===== src/rtl/ex_adder_arb_pkg.sv =====
// Shared definitions for the two-port arbitrated adder.
//   PORT_A / PORT_B : source identifiers used for grant, last_grant and rsp_id
//   ST_EMPTY/ST_FULL: result-register FSM encoding
//   add_ovf         : two's-complement signed overflow from the three MSBs
package ex_adder_arb_pkg;

  localparam logic PORT_A = 1'b0;
  localparam logic PORT_B = 1'b1;

  localparam logic [0:0] ST_EMPTY = 1'b0;
  localparam logic [0:0] ST_FULL  = 1'b1;

  function automatic logic add_ovf(input logic op1_msb,
                                   input logic op2_msb,
                                   input logic sum_msb);
    return (op1_msb == op2_msb) && (sum_msb != op1_msb);
  endfunction

endpackage


===== src/rtl/EX_adder.sv =====
// Plain WIDTH-bit adder; carry-out is dropped (result is modulo 2^WIDTH).
//   a_i, b_i : operands
//   sum_o    : a_i + b_i
module EX_adder #(
  parameter int WIDTH = 32
) (
  input  logic [WIDTH-1:0] a_i,
  input  logic [WIDTH-1:0] b_i,
  output logic [WIDTH-1:0] sum_o
);

  assign sum_o = a_i + b_i;

endmodule


===== src/rtl/ex_adder_arb.sv =====
// Two requesters (A: branch-target unit, B: load/store address unit) share one
// adder. One request is accepted per cycle into a single result register that
// is drained with a valid/ready handshake.
//   clk, rst                         : clock, async active-high reset
//   a_req_valid/a_req_ready, a_op1/2 : port A request
//   b_req_valid/b_req_ready, b_op1/2 : port B request
//   rsp_valid/rsp_ready              : result handshake
//   rsp_id, rsp_sum, rsp_ovf         : held result (source, sum, signed ovf)
//
// state    | meaning
// ST_EMPTY | result register holds nothing (rsp_valid = 0)
// ST_FULL  | result register holds an unconsumed result
module ex_adder_arb
  import ex_adder_arb_pkg::*;
#(
  parameter int WIDTH = 32,
  parameter int RR_EN = 1
) (
  input  logic             clk,
  input  logic             rst,
  input  logic             a_req_valid,
  output logic             a_req_ready,
  input  logic [WIDTH-1:0] a_op1,
  input  logic [WIDTH-1:0] a_op2,
  input  logic             b_req_valid,
  output logic             b_req_ready,
  input  logic [WIDTH-1:0] b_op1,
  input  logic [WIDTH-1:0] b_op2,
  output logic             rsp_valid,
  input  logic             rsp_ready,
  output logic             rsp_id,
  output logic [WIDTH-1:0] rsp_sum,
  output logic             rsp_ovf
);

  logic [0:0]       state_q, state_d;
  logic             last_grant_q, last_grant_d;
  logic             rsp_id_q, rsp_id_d;
  logic [WIDTH-1:0] rsp_sum_q, rsp_sum_d;
  logic             rsp_ovf_q, rsp_ovf_d;

  logic             grant_vld;
  logic             grant_id;
  logic             slot_free;
  logic             accept_en;
  logic             xfer;
  logic [WIDTH-1:0] op1_mux, op2_mux, sum_w;

  always_comb begin
    grant_vld = a_req_valid || b_req_valid;
    grant_id  = PORT_A;
    if (a_req_valid && b_req_valid) begin
      // With round-robin, the port that did not win last time goes first.
      grant_id = ((RR_EN != 0) && (last_grant_q == PORT_A)) ? PORT_B : PORT_A;
    end else if (b_req_valid) begin
      grant_id = PORT_B;
    end
  end

  assign slot_free = (state_q == ST_EMPTY) || rsp_ready;
  // Reset is asynchronous; gate readies so nothing is offered while it is held.
  assign accept_en = slot_free && !rst;
  assign xfer      = accept_en && grant_vld;

  assign a_req_ready = accept_en && grant_vld && (grant_id == PORT_A);
  assign b_req_ready = accept_en && grant_vld && (grant_id == PORT_B);

  assign op1_mux = (grant_id == PORT_B) ? b_op1 : a_op1;
  assign op2_mux = (grant_id == PORT_B) ? b_op2 : a_op2;

  EX_adder #(.WIDTH(WIDTH)) u_adder (
    .a_i   (op1_mux),
    .b_i   (op2_mux),
    .sum_o (sum_w)
  );

  always_comb begin
    state_d      = state_q;
    last_grant_d = last_grant_q;
    rsp_id_d     = rsp_id_q;
    rsp_sum_d    = rsp_sum_q;
    rsp_ovf_d    = rsp_ovf_q;
    if (xfer) begin
      state_d      = ST_FULL;
      last_grant_d = grant_id;
      rsp_id_d     = grant_id;
      rsp_sum_d    = sum_w;
      rsp_ovf_d    = add_ovf(op1_mux[WIDTH-1], op2_mux[WIDTH-1], sum_w[WIDTH-1]);
    end else if ((state_q == ST_FULL) && rsp_ready) begin
      state_d = ST_EMPTY;
    end
  end

  always_ff @(posedge clk or posedge rst) begin
    if (rst) begin
      state_q      <= ST_EMPTY;
      last_grant_q <= PORT_B;
      rsp_id_q     <= PORT_A;
      rsp_sum_q    <= '0;
      rsp_ovf_q    <= 1'b0;
    end else begin
      state_q      <= state_d;
      last_grant_q <= last_grant_d;
      rsp_id_q     <= rsp_id_d;
      rsp_sum_q    <= rsp_sum_d;
      rsp_ovf_q    <= rsp_ovf_d;
    end
  end

  assign rsp_valid = (state_q == ST_FULL);
  assign rsp_id    = rsp_id_q;
  assign rsp_sum   = rsp_sum_q;
  assign rsp_ovf   = rsp_ovf_q;

endmodule


===== config.mk =====
export PLATFORM = sky130hd
export DESIGN_NAME = ex_adder_arb
export DESIGN_NICKNAME = d
export VERILOG_FILES = /design/src/rtl/ex_adder_arb_pkg.sv /design/src/rtl/EX_adder.sv /design/src/rtl/ex_adder_arb.sv
export SDC_FILE = /design/constraint.sdc
export NUM_CORES = 1
export LEC_CHECK = 0
export BUFFER_PORTS_ARGS = -buffer_cell sky130_fd_sc_hd__buf_2
export CORE_UTILIZATION = 40
export CTS_BUF_LIST = sky130_fd_sc_hd__clkbuf_2 sky130_fd_sc_hd__clkbuf_4 sky130_fd_sc_hd__clkbuf_8
export DETAILED_ROUTE_END_ITERATION = 16
export PLACE_DENSITY_LB_ADDON = 0.12
export SETUP_SLACK_MARGIN = 0.4
export SLEW_MARGIN = 40
export SYNTH_ARGS = -nofsm -noshare
export SYNTH_HDL_FRONTEND = slang
export SYNTH_SLANG_ARGS = --single-unit
export TNS_END_PERCENT = 20

===== constraint.sdc =====
create_clock -name clk -period 8 [get_ports clk]
set_input_delay 0 -clock clk [delete_from_list [all_inputs] [get_ports clk]]
set_output_delay 0 -clock clk [all_outputs]
set_load 0.1 [all_outputs]

==> flow_summary.json, run 1 <==
{
  "finalSetupViolCount": 0,
  "rr_worst_depth": 13,
  "clockBufferDepth": 2,
  "grt_pass1_wl_microns": 17400,
  "nNetsFinal": 869,
  "critPathArrivalTime_ns": 3.75,
  "r2r_end": "rsp_sum[31]",
  "clk_pin_slew_worst_paths_ns": 0.08,
  "pwr-share-seq": 0.204,
  "crit_path_max_fanout": 65,
  "hold-path-endpoint": "rsp_valid",
  "worstPathCellList": "nand2_1 > nand2_4 > nand2_1 > nand2_1 > ha_1 > a21oi_1 > o21bai_1 > a211oi_1 > a21oi_2 > a211oi_1 > o31ai_2 > xnor2_1 > o21ai_1",
  "wl_microns": 10200,
  "postRouteAntennaNets": 0,
  "whs_path_depth": 3,
  "syn_area_sq_um": 3750,
  "io_pins": 170,
  "synth-seq-area-share": 0.241,
  "clock_latency_ns": 0.29,
  "synth_edf_count": 0,
  "dp.cells": 804,
  "drc": 0,
  "layout-drive-gt1-share": 0.281,
  "finalCriticalPeriod_ns": 3.60,
  "synth_xor_area_frac": 0.0677,
  "fill_cells": 910,
  "synth_top_area_frac": 0.242,
  "area_delta_synth_final_pct": 26.9,
  "critPathCaptureType": "flip-flop",
  "hold_viol": 0,
  "gp_congestion": 0.839,
  "vdd_drop_max_uv": 234,
  "crit_type": "reg -> reg",
  "syn_nets": 717,
  "ys_types": 51,
  "grt_max_degree": 68,
  "final_area_sq_um": 4760,
  "synthCells": 552,
  "r2r_start": "last_grant_q",
  "ff_latch_area_sq_um": 902,
  "rsz0062_at_grt": "false",
  "synth_area_leaders": "nand2_1, dfrtp_1, ha_1, a21oi_1, xnor2_1",
  "cts_sinks": 36,
  "leakage_nw": 2.72,
  "worst_pin_slew_ns": 0.673,
  "grt_pass1_vias": 3919,
  "fp.dieArea_sq_um": 9770,
  "gr-usage-all-layers": 0.214,
  "fmax_mhz": 278,
  "wl_per_cell_microns": 12.6,
  "grt_use_met3": 0.0277,
  "synth_top_family_by_area": "simple AND/OR/NAND/NOR gates",
  "grt-ovfl-total": 0,
  "reg2reg_slack_ns": 4.40,
  "crit_required_ns": 8.15,
  "grtUsageMet1": 0.289,
  "p_sw_mw": 0.841,
  "firstDrtPassIters": 4,
  "relSlewSlack": 0.551,
  "hp-start": "a_req_valid",
  "port_buffers": 169,
  "hold_path.class": "in -> reg",
  "critPathMaxStageDelay_ns": 0.53,
  "finalSetupTns_ns": 0,
  "coreArea_sq_um": 8890,
  "die_w_microns": 98.8,
  "synth-compound-area-share": 0.204,
  "slew_violations": 0,
  "pwr_density_cell_nw_per_um2": 292,
  "synth_fa_ha_area_frac": 0.109,
  "slowest_stage": "dfstp_2",
  "yosys.area_share.simple": 0.340,
  "diodes": 0,
  "cts_resized": 0,
  "yosysTopAreaCell": "nand2_1",
  "timing.max_cap.violations": 0,
  "vias_per_cell": 5.13,
  "synthArstFlopShare": 1.00,
  "antenna_found_initial": 0,
  "initial_core_util": 0.422,
  "muxShareOfSynthArea": 0.00400,
  "place_area_sq_um": 4650,
  "htree_levels": 2,
  "ys.warnings.count": 0,
  "critPathLaunchType": "flip-flop",
  "clkPwrFrac": 0.104,
  "ys_ff_latch": 36,
  "root_buffer": "clkbuf_8",
  "critPathMostFrequentCell": "nand2_1",
  "p_comb_frac": 0.692,
  "min_period_over_period": 0.450,
  "die_y_microns": 98.8,
  "swShare": 0.605,
  "cts_tree": "built",
  "use_met2": 0.368,
  "core.rowCount": 34,
  "outcome": "finished, final reports clean",
  "finClkSkew_ns": 0.00984,
  "grt_busiest_layer": "met2",
  "num_vias": 4174,
  "critPathBufInv": 0,
  "synth.avg_cell_area_sq_um": 6.79,
  "multiInputGateArea_sq_um": 2730,
  "finish.utilization": 0.535,
  "cts_inserted_buffers": 5,
  "first_iter_violations": 176,
  "final_cell_count_no_fill": 813,
  "cp_top_family": "compound AO/OA/AOI/OAI gates",
  "whs_ns": 0.0359,
  "ys.flop_type": "dfrtp_1",
  "internal_power_mw": 0.549,
  "place_hpwl_microns": 7800
}
[metal layers]
layer	vias to the layer above	routed length, microns	part of all wire
met5	-	0	0
met4	0	29	0.0028
met2	103	4840	0.47
met3	2	410	0.040
li1	2155	-	-
met1	1914	4930	0.48
[layout by cell type (no fill, tap or decap), types with 3 or more instances in the layout]
cell type,instances
a211oi_1,3
a21o_1,16
a21oi_1,30
and2_1,3
and3_1,4
buf_2,169
clkbuf_8,6
dfrtp_1,35
ha_1,31
inv_1,6
nand2_1,241
nand3_1,14
nand4_1,6
nor2_1,16
nor3_1,3
o211ai_1,3
o21a_1,4
o21ai_0,25
o21ai_1,11
o21bai_1,5
o31ai_1,3
or3_1,4
xnor2_1,15
xor2_1,14
[state kept, by name (all words and copies together) (netlist names)]
signal	cells
last_grant_q	1
rsp_id	1
rsp_ovf	1
rsp_sum	32
rsp_valid	1
[cells in the mapped netlist (2+ instances only)]
| cell | instances |
|---|---|
| nand2_1 | 242 |
| dfrtp_1 | 35 |
| ha_1 | 31 |
| a21oi_1 | 30 |
| o21ai_0 | 25 |
| clkbuf_1 | 21 |
| a21o_1 | 16 |
| nor2_1 | 16 |
| xnor2_1 | 15 |
| nand3_1 | 14 |
| xor2_1 | 14 |
| o21ai_1 | 11 |
| inv_1 | 6 |
| nand4_1 | 6 |
| o21bai_1 | 5 |
| and2_1 | 4 |
| and3_1 | 4 |
| buf_1 | 4 |
| o21a_1 | 4 |
| or3_1 | 4 |
| a211oi_1 | 3 |
| nand2b_1 | 3 |
| nor3_1 | 3 |
| o211ai_1 | 3 |
| o31ai_1 | 3 |
| a211o_1 | 2 |
| a21o_2 | 2 |
| a21oi_2 | 2 |
| nor2b_1 | 2 |
[power groups by stage]
stage / clock network, mW / logic [mW] / registers, mW
finish: 0.145 / 0.961 / 0.283
CTS: 0.151 / 0.964 / 0.284
floorplan: 0 / 0.335 / 0.732
detailed placement: 0 / 0.960 / 0.287
global placement: 0 / 0.952 / 0.286
global route: 0.157 / 1.03 / 0.292
[worst reg2reg max path: stages, from the launching register on]
cell and delay, ns:
dfstp_2 0.53, nand2_1 0.09, nand2_4 0.47, nand2_1 0.17
nand2_1 0.09, ha_1 0.28, a21oi_1 0.22, o21bai_1 0.09
a211oi_1 0.36, a21oi_2 0.15, a211oi_1 0.53, o31ai_2 0.21
xnor2_1 0.18, o21ai_1 0.07
[layout make-up]
cell class	instances	area share
multi-input combinational	483	0.574
clock buffer	8	0.0205
inverter	6	0.00473
timing repair buffer	172	0.183
sequential	36	0.190
tap	108	0.0284
[repair_timing]
item                      CTS  global route
buffers inserted            0             0
hold endpoints to repair   35             0
hold buffers                1             0
[worst max path at each step]
stage / from / to / slack (ns) / cells past startpoint
global placement: last_grant_q / rsp_sum[31] / 4.18 / 13
floorplan: last_grant_q / rsp_sum[16] / 4.53 / 16
CTS: last_grant_q / rsp_sum[31] / 4.38 / 13
global route: last_grant_q / rsp_ovf / 4.00 / 13
finish: last_grant_q / rsp_sum[31] / 4.40 / 13
detailed placement: last_grant_q / rsp_sum[16] / 4.41 / 14
[cell families after synthesis]
logic type,count (synthesis)
compound gates,117
simple gates,304
fa+ha+maj,32
flops,36
mux,1
xor+xnor,29
buf+inv,33
[through the flow]
step	power (mW)	worst slack, ns
after floorplan	1.07	4.53
after global placement	1.24	4.18
after detailed placement	1.25	4.41
after CTS	1.40	4.38
after global routing	1.48	4.00
final	1.39	4.40
Power figures use the tool's default switching activity.
==> inputs of run 2 (changes only) <==
==> constraint.sdc (replaced) <==
create_clock -name clk -period 3.01 [get_ports clk]
set_input_delay 0 -clock clk [delete_from_list [all_inputs] [get_ports clk]]
set_output_delay 0 -clock clk [all_outputs]
set_load 0.1 [all_outputs]
==> run 2 against run 1 <==
Against the previous run: the run now ends with setup timing left; count of clock-buffer cells in the layout is 1 lower; combinational power grew to 3.1 times the previous value; register-to-register slack worse by 4.5 ns; die area is the same; maximum frequency grew 17%; sequential power rose to 2.7 times the previous value; sequential cell count stayed put; global-route usage increased by 2.8 points; power rose to 2.9 times the previous value; setup slack worse by 4.5 ns; highest routed layer unchanged.
==> flow_summary.json, run 2 (synthesis gave the netlist of run 1 again) <==
{
  "critPathArrivalTime_ns": 3.26,
  "finalCriticalPeriod_ns": 3.09,
  "layout-drive-gt1-share": 0.400,
  "whs_path_depth": 3,
  "relSlewSlack": 0.647,
  "critPathLaunchType": "flip-flop",
  "num_vias": 4469,
  "reg2reg_slack_ns": -0.08,
  "dp_slack_ns": -0.181,
  "slowest_stage": "dfstp_2",
  "first_iter_violations": 150,
  "firstDrtPassIters": 4,
  "min_period_over_period": 1.03,
  "hold-path-endpoint": "rsp_valid",
  "htree_levels": 2,
  "drc": 0,
  "clockBufferDepth": 2,
  "clock_latency_ns": 0.29,
  "gr-usage-all-layers": 0.242,
  "cts_tree": "built",
  "fmax_mhz": 323,
  "diodes": 0,
  "grt_max_degree": 37,
  "finClkSkew_ns": 0.00758,
  "rr_worst_depth": 15,
  "hold_viol": 0,
  "dp.cells": 855,
  "vias_per_cell": 5.13,
  "final_cell_count_no_fill": 871,
  "pwr_density_cell_nw_per_um2": 728,
  "hp-start": "rsp_ready",
  "timing.max_cap.violations": 0,
  "worstPathCellList": "nand2_4 > and2_4 > nand2_2 > nand2_2 > ha_4 > fa_2 > a21o_1 > a21o_1 > buf_4 > a21o_1 > a21oi_2 > o21bai_1 > a21oi_1 > xor2_1 > o21ai_1",
  "critPathCaptureType": "flip-flop",
  "vdd_drop_max_uv": 542,
  "grt_pass1_wl_microns": 19400,
  "core.rowCount": 34,
  "rsz0062_at_grt": "true",
  "layout_common_cells": "nand2_1, buf_2, buf_4",
  "r2r_start": "last_grant_q",
  "fp.dieArea_sq_um": 9770,
  "coreArea_sq_um": 8890,
  "finalSetupViolCount": 4,
  "antenna_found_initial": 0,
  "port_buffers": 169,
  "leakage_nw": 3.05,
  "slew_violations": 0,
  "power_mw": 4.07,
  "place_hpwl_microns": 9130,
  "initial_core_util": 0.422,
  "outcome": "complete, but fails checks",
  "postRouteAntennaNets": 0,
  "hold_path.class": "in -> reg",
  "critPathMaxStageDelay_ns": 0.57,
  "grt_pass1_vias": 4422,
  "fin_ws_ns": -0.0812,
  "area_delta_synth_final_pct": 49.2,
  "place_area_sq_um": 5150,
  "wl_per_cell_microns": 13.5,
  "fill_cells": 831,
  "layout_commonest_cell": "nand2_1",
  "wl_microns": 11800,
  "worst_pin_slew_ns": 0.530,
  "gp_congestion": 0.856,
  "cts_inserted_buffers": 5,
  "r2r_end": "rsp_sum[8]",
  "finalSetupTns_ns": -0.212,
  "crit_required_ns": 3.18,
  "critPathMostFrequentCell": "a21o_1",
  "nNetsFinal": 927,
  "die_w_microns": 98.8,
  "violations": "setup timing",
  "final_area_sq_um": 5600,
  "clk_pin_slew_worst_paths_ns": 0.08,
  "root_buffer": "clkbuf_8",
  "cts_sinks": 36,
  "crit_path_max_fanout": 6,
  "largest_register_ffs": 32,
  "crit_type": "reg -> reg",
  "die_y_microns": 98.8,
  "io_pins": 170,
  "grt-ovfl-total": 0
}
run 2: changes by cell type in the layout (fill, tap and decap cells not counted), moves of 3 or more:
cell	before	now
a211oi_1	3	0
buf_12	0	5
a21oi_2	2	13
buf_4	2	50
a211oi_2	0	3
o21ai_1	11	15
nand2_1	241	229
buf_6	0	3
nand2_2	0	10
a21oi_1	30	18
ha_1	31	18
ha_4	0	11
o21ai_0	25	21
run 2: worst max path at each step:
| stage | start | to | slack (ns) | cells past startpoint |
|---|---|---|---|---|
| 6_report | last_grant_q | rsp_sum[8] | -0.08 | 15 |
| 5_1_grt | last_grant_q | rsp_sum[30] | -0.20 | 14 |
| 4_1_cts | last_grant_q | rsp_sum[16] | -0.06 | 14 |
| 3_5_place_dp | last_grant_q | rsp_sum[30] | -0.18 | 14 |
| 3_3_place_gp | last_grant_q | rsp_sum[30] | -0.09 | 14 |
| 2_1_floorplan | last_grant_q | rsp_sum[16] | -0.20 | 16 |
run 2: cell type report:
cell class,count,area [sq um],area share
Clock buffer,7,90.1,0.0161
Tap cell,108,135,0.0241
Inverter,6,22.5,0.00402
Multi-Input combinational cell,485,3070,0.549
Timing Repair Buffer,228,1370,0.244
Clock inverter,1,7.51,0.00134
Sequential cell,36,902,0.161
run 2: through the flow:
step,util,hold slack (ns)
final,0.629,0.0216
after global routing,0.629,0.0329
after CTS,0.610,0.0140
after detailed placement,0.579,0.199
after global placement,0.579,0.192
after floorplan,-,0.172
run 2: critical path: cells and delay by family (launching register included):
kind                     cells  cell delay (ns)
flip-flops                   1             0.57
buffers and inverters        1             0.15
adder cells (fa/ha/maj)      2             0.51
AND/OR/NAND/NOR              4             0.44
AO/OA/AOI/OAI                7             1.02
XOR/XNOR                     1             0.28
run 2: metal layers:
| metal | part of all wire | routed length (microns) | GRT usage | vias to the layer above |
|---|---|---|---|---|
| met1 | 0.44 | 5190 | 0.314 | 2049 |
| met5 | 0 | 0 | 0 | - |
| li1 | - | - | - | 2269 |
| met4 | 0.012 | 146 | 0.0608 | 0 |
| met3 | 0.047 | 553 | 0.0255 | 12 |
| met2 | 0.50 | 5870 | 0.429 | 139 |
run 2: power by group:
group | switching, mW | internal (mW)
registers | 0.102 | 0.651
logic | 2.09 | 0.846
clock network | 0.189 | 0.195
total | 2.38 | 1.69
run 2: timing repair:
action | in CTS | in global routing
hold buffers | 1 | 0
cloned | 2 | 0
buffers inserted | 2 | 3
pin swaps | 16 | 22
setup endpoints to repair | 24 | 27
gates resized for setup | 33 | 29
endpoints found under the hold margin | 35 | 0
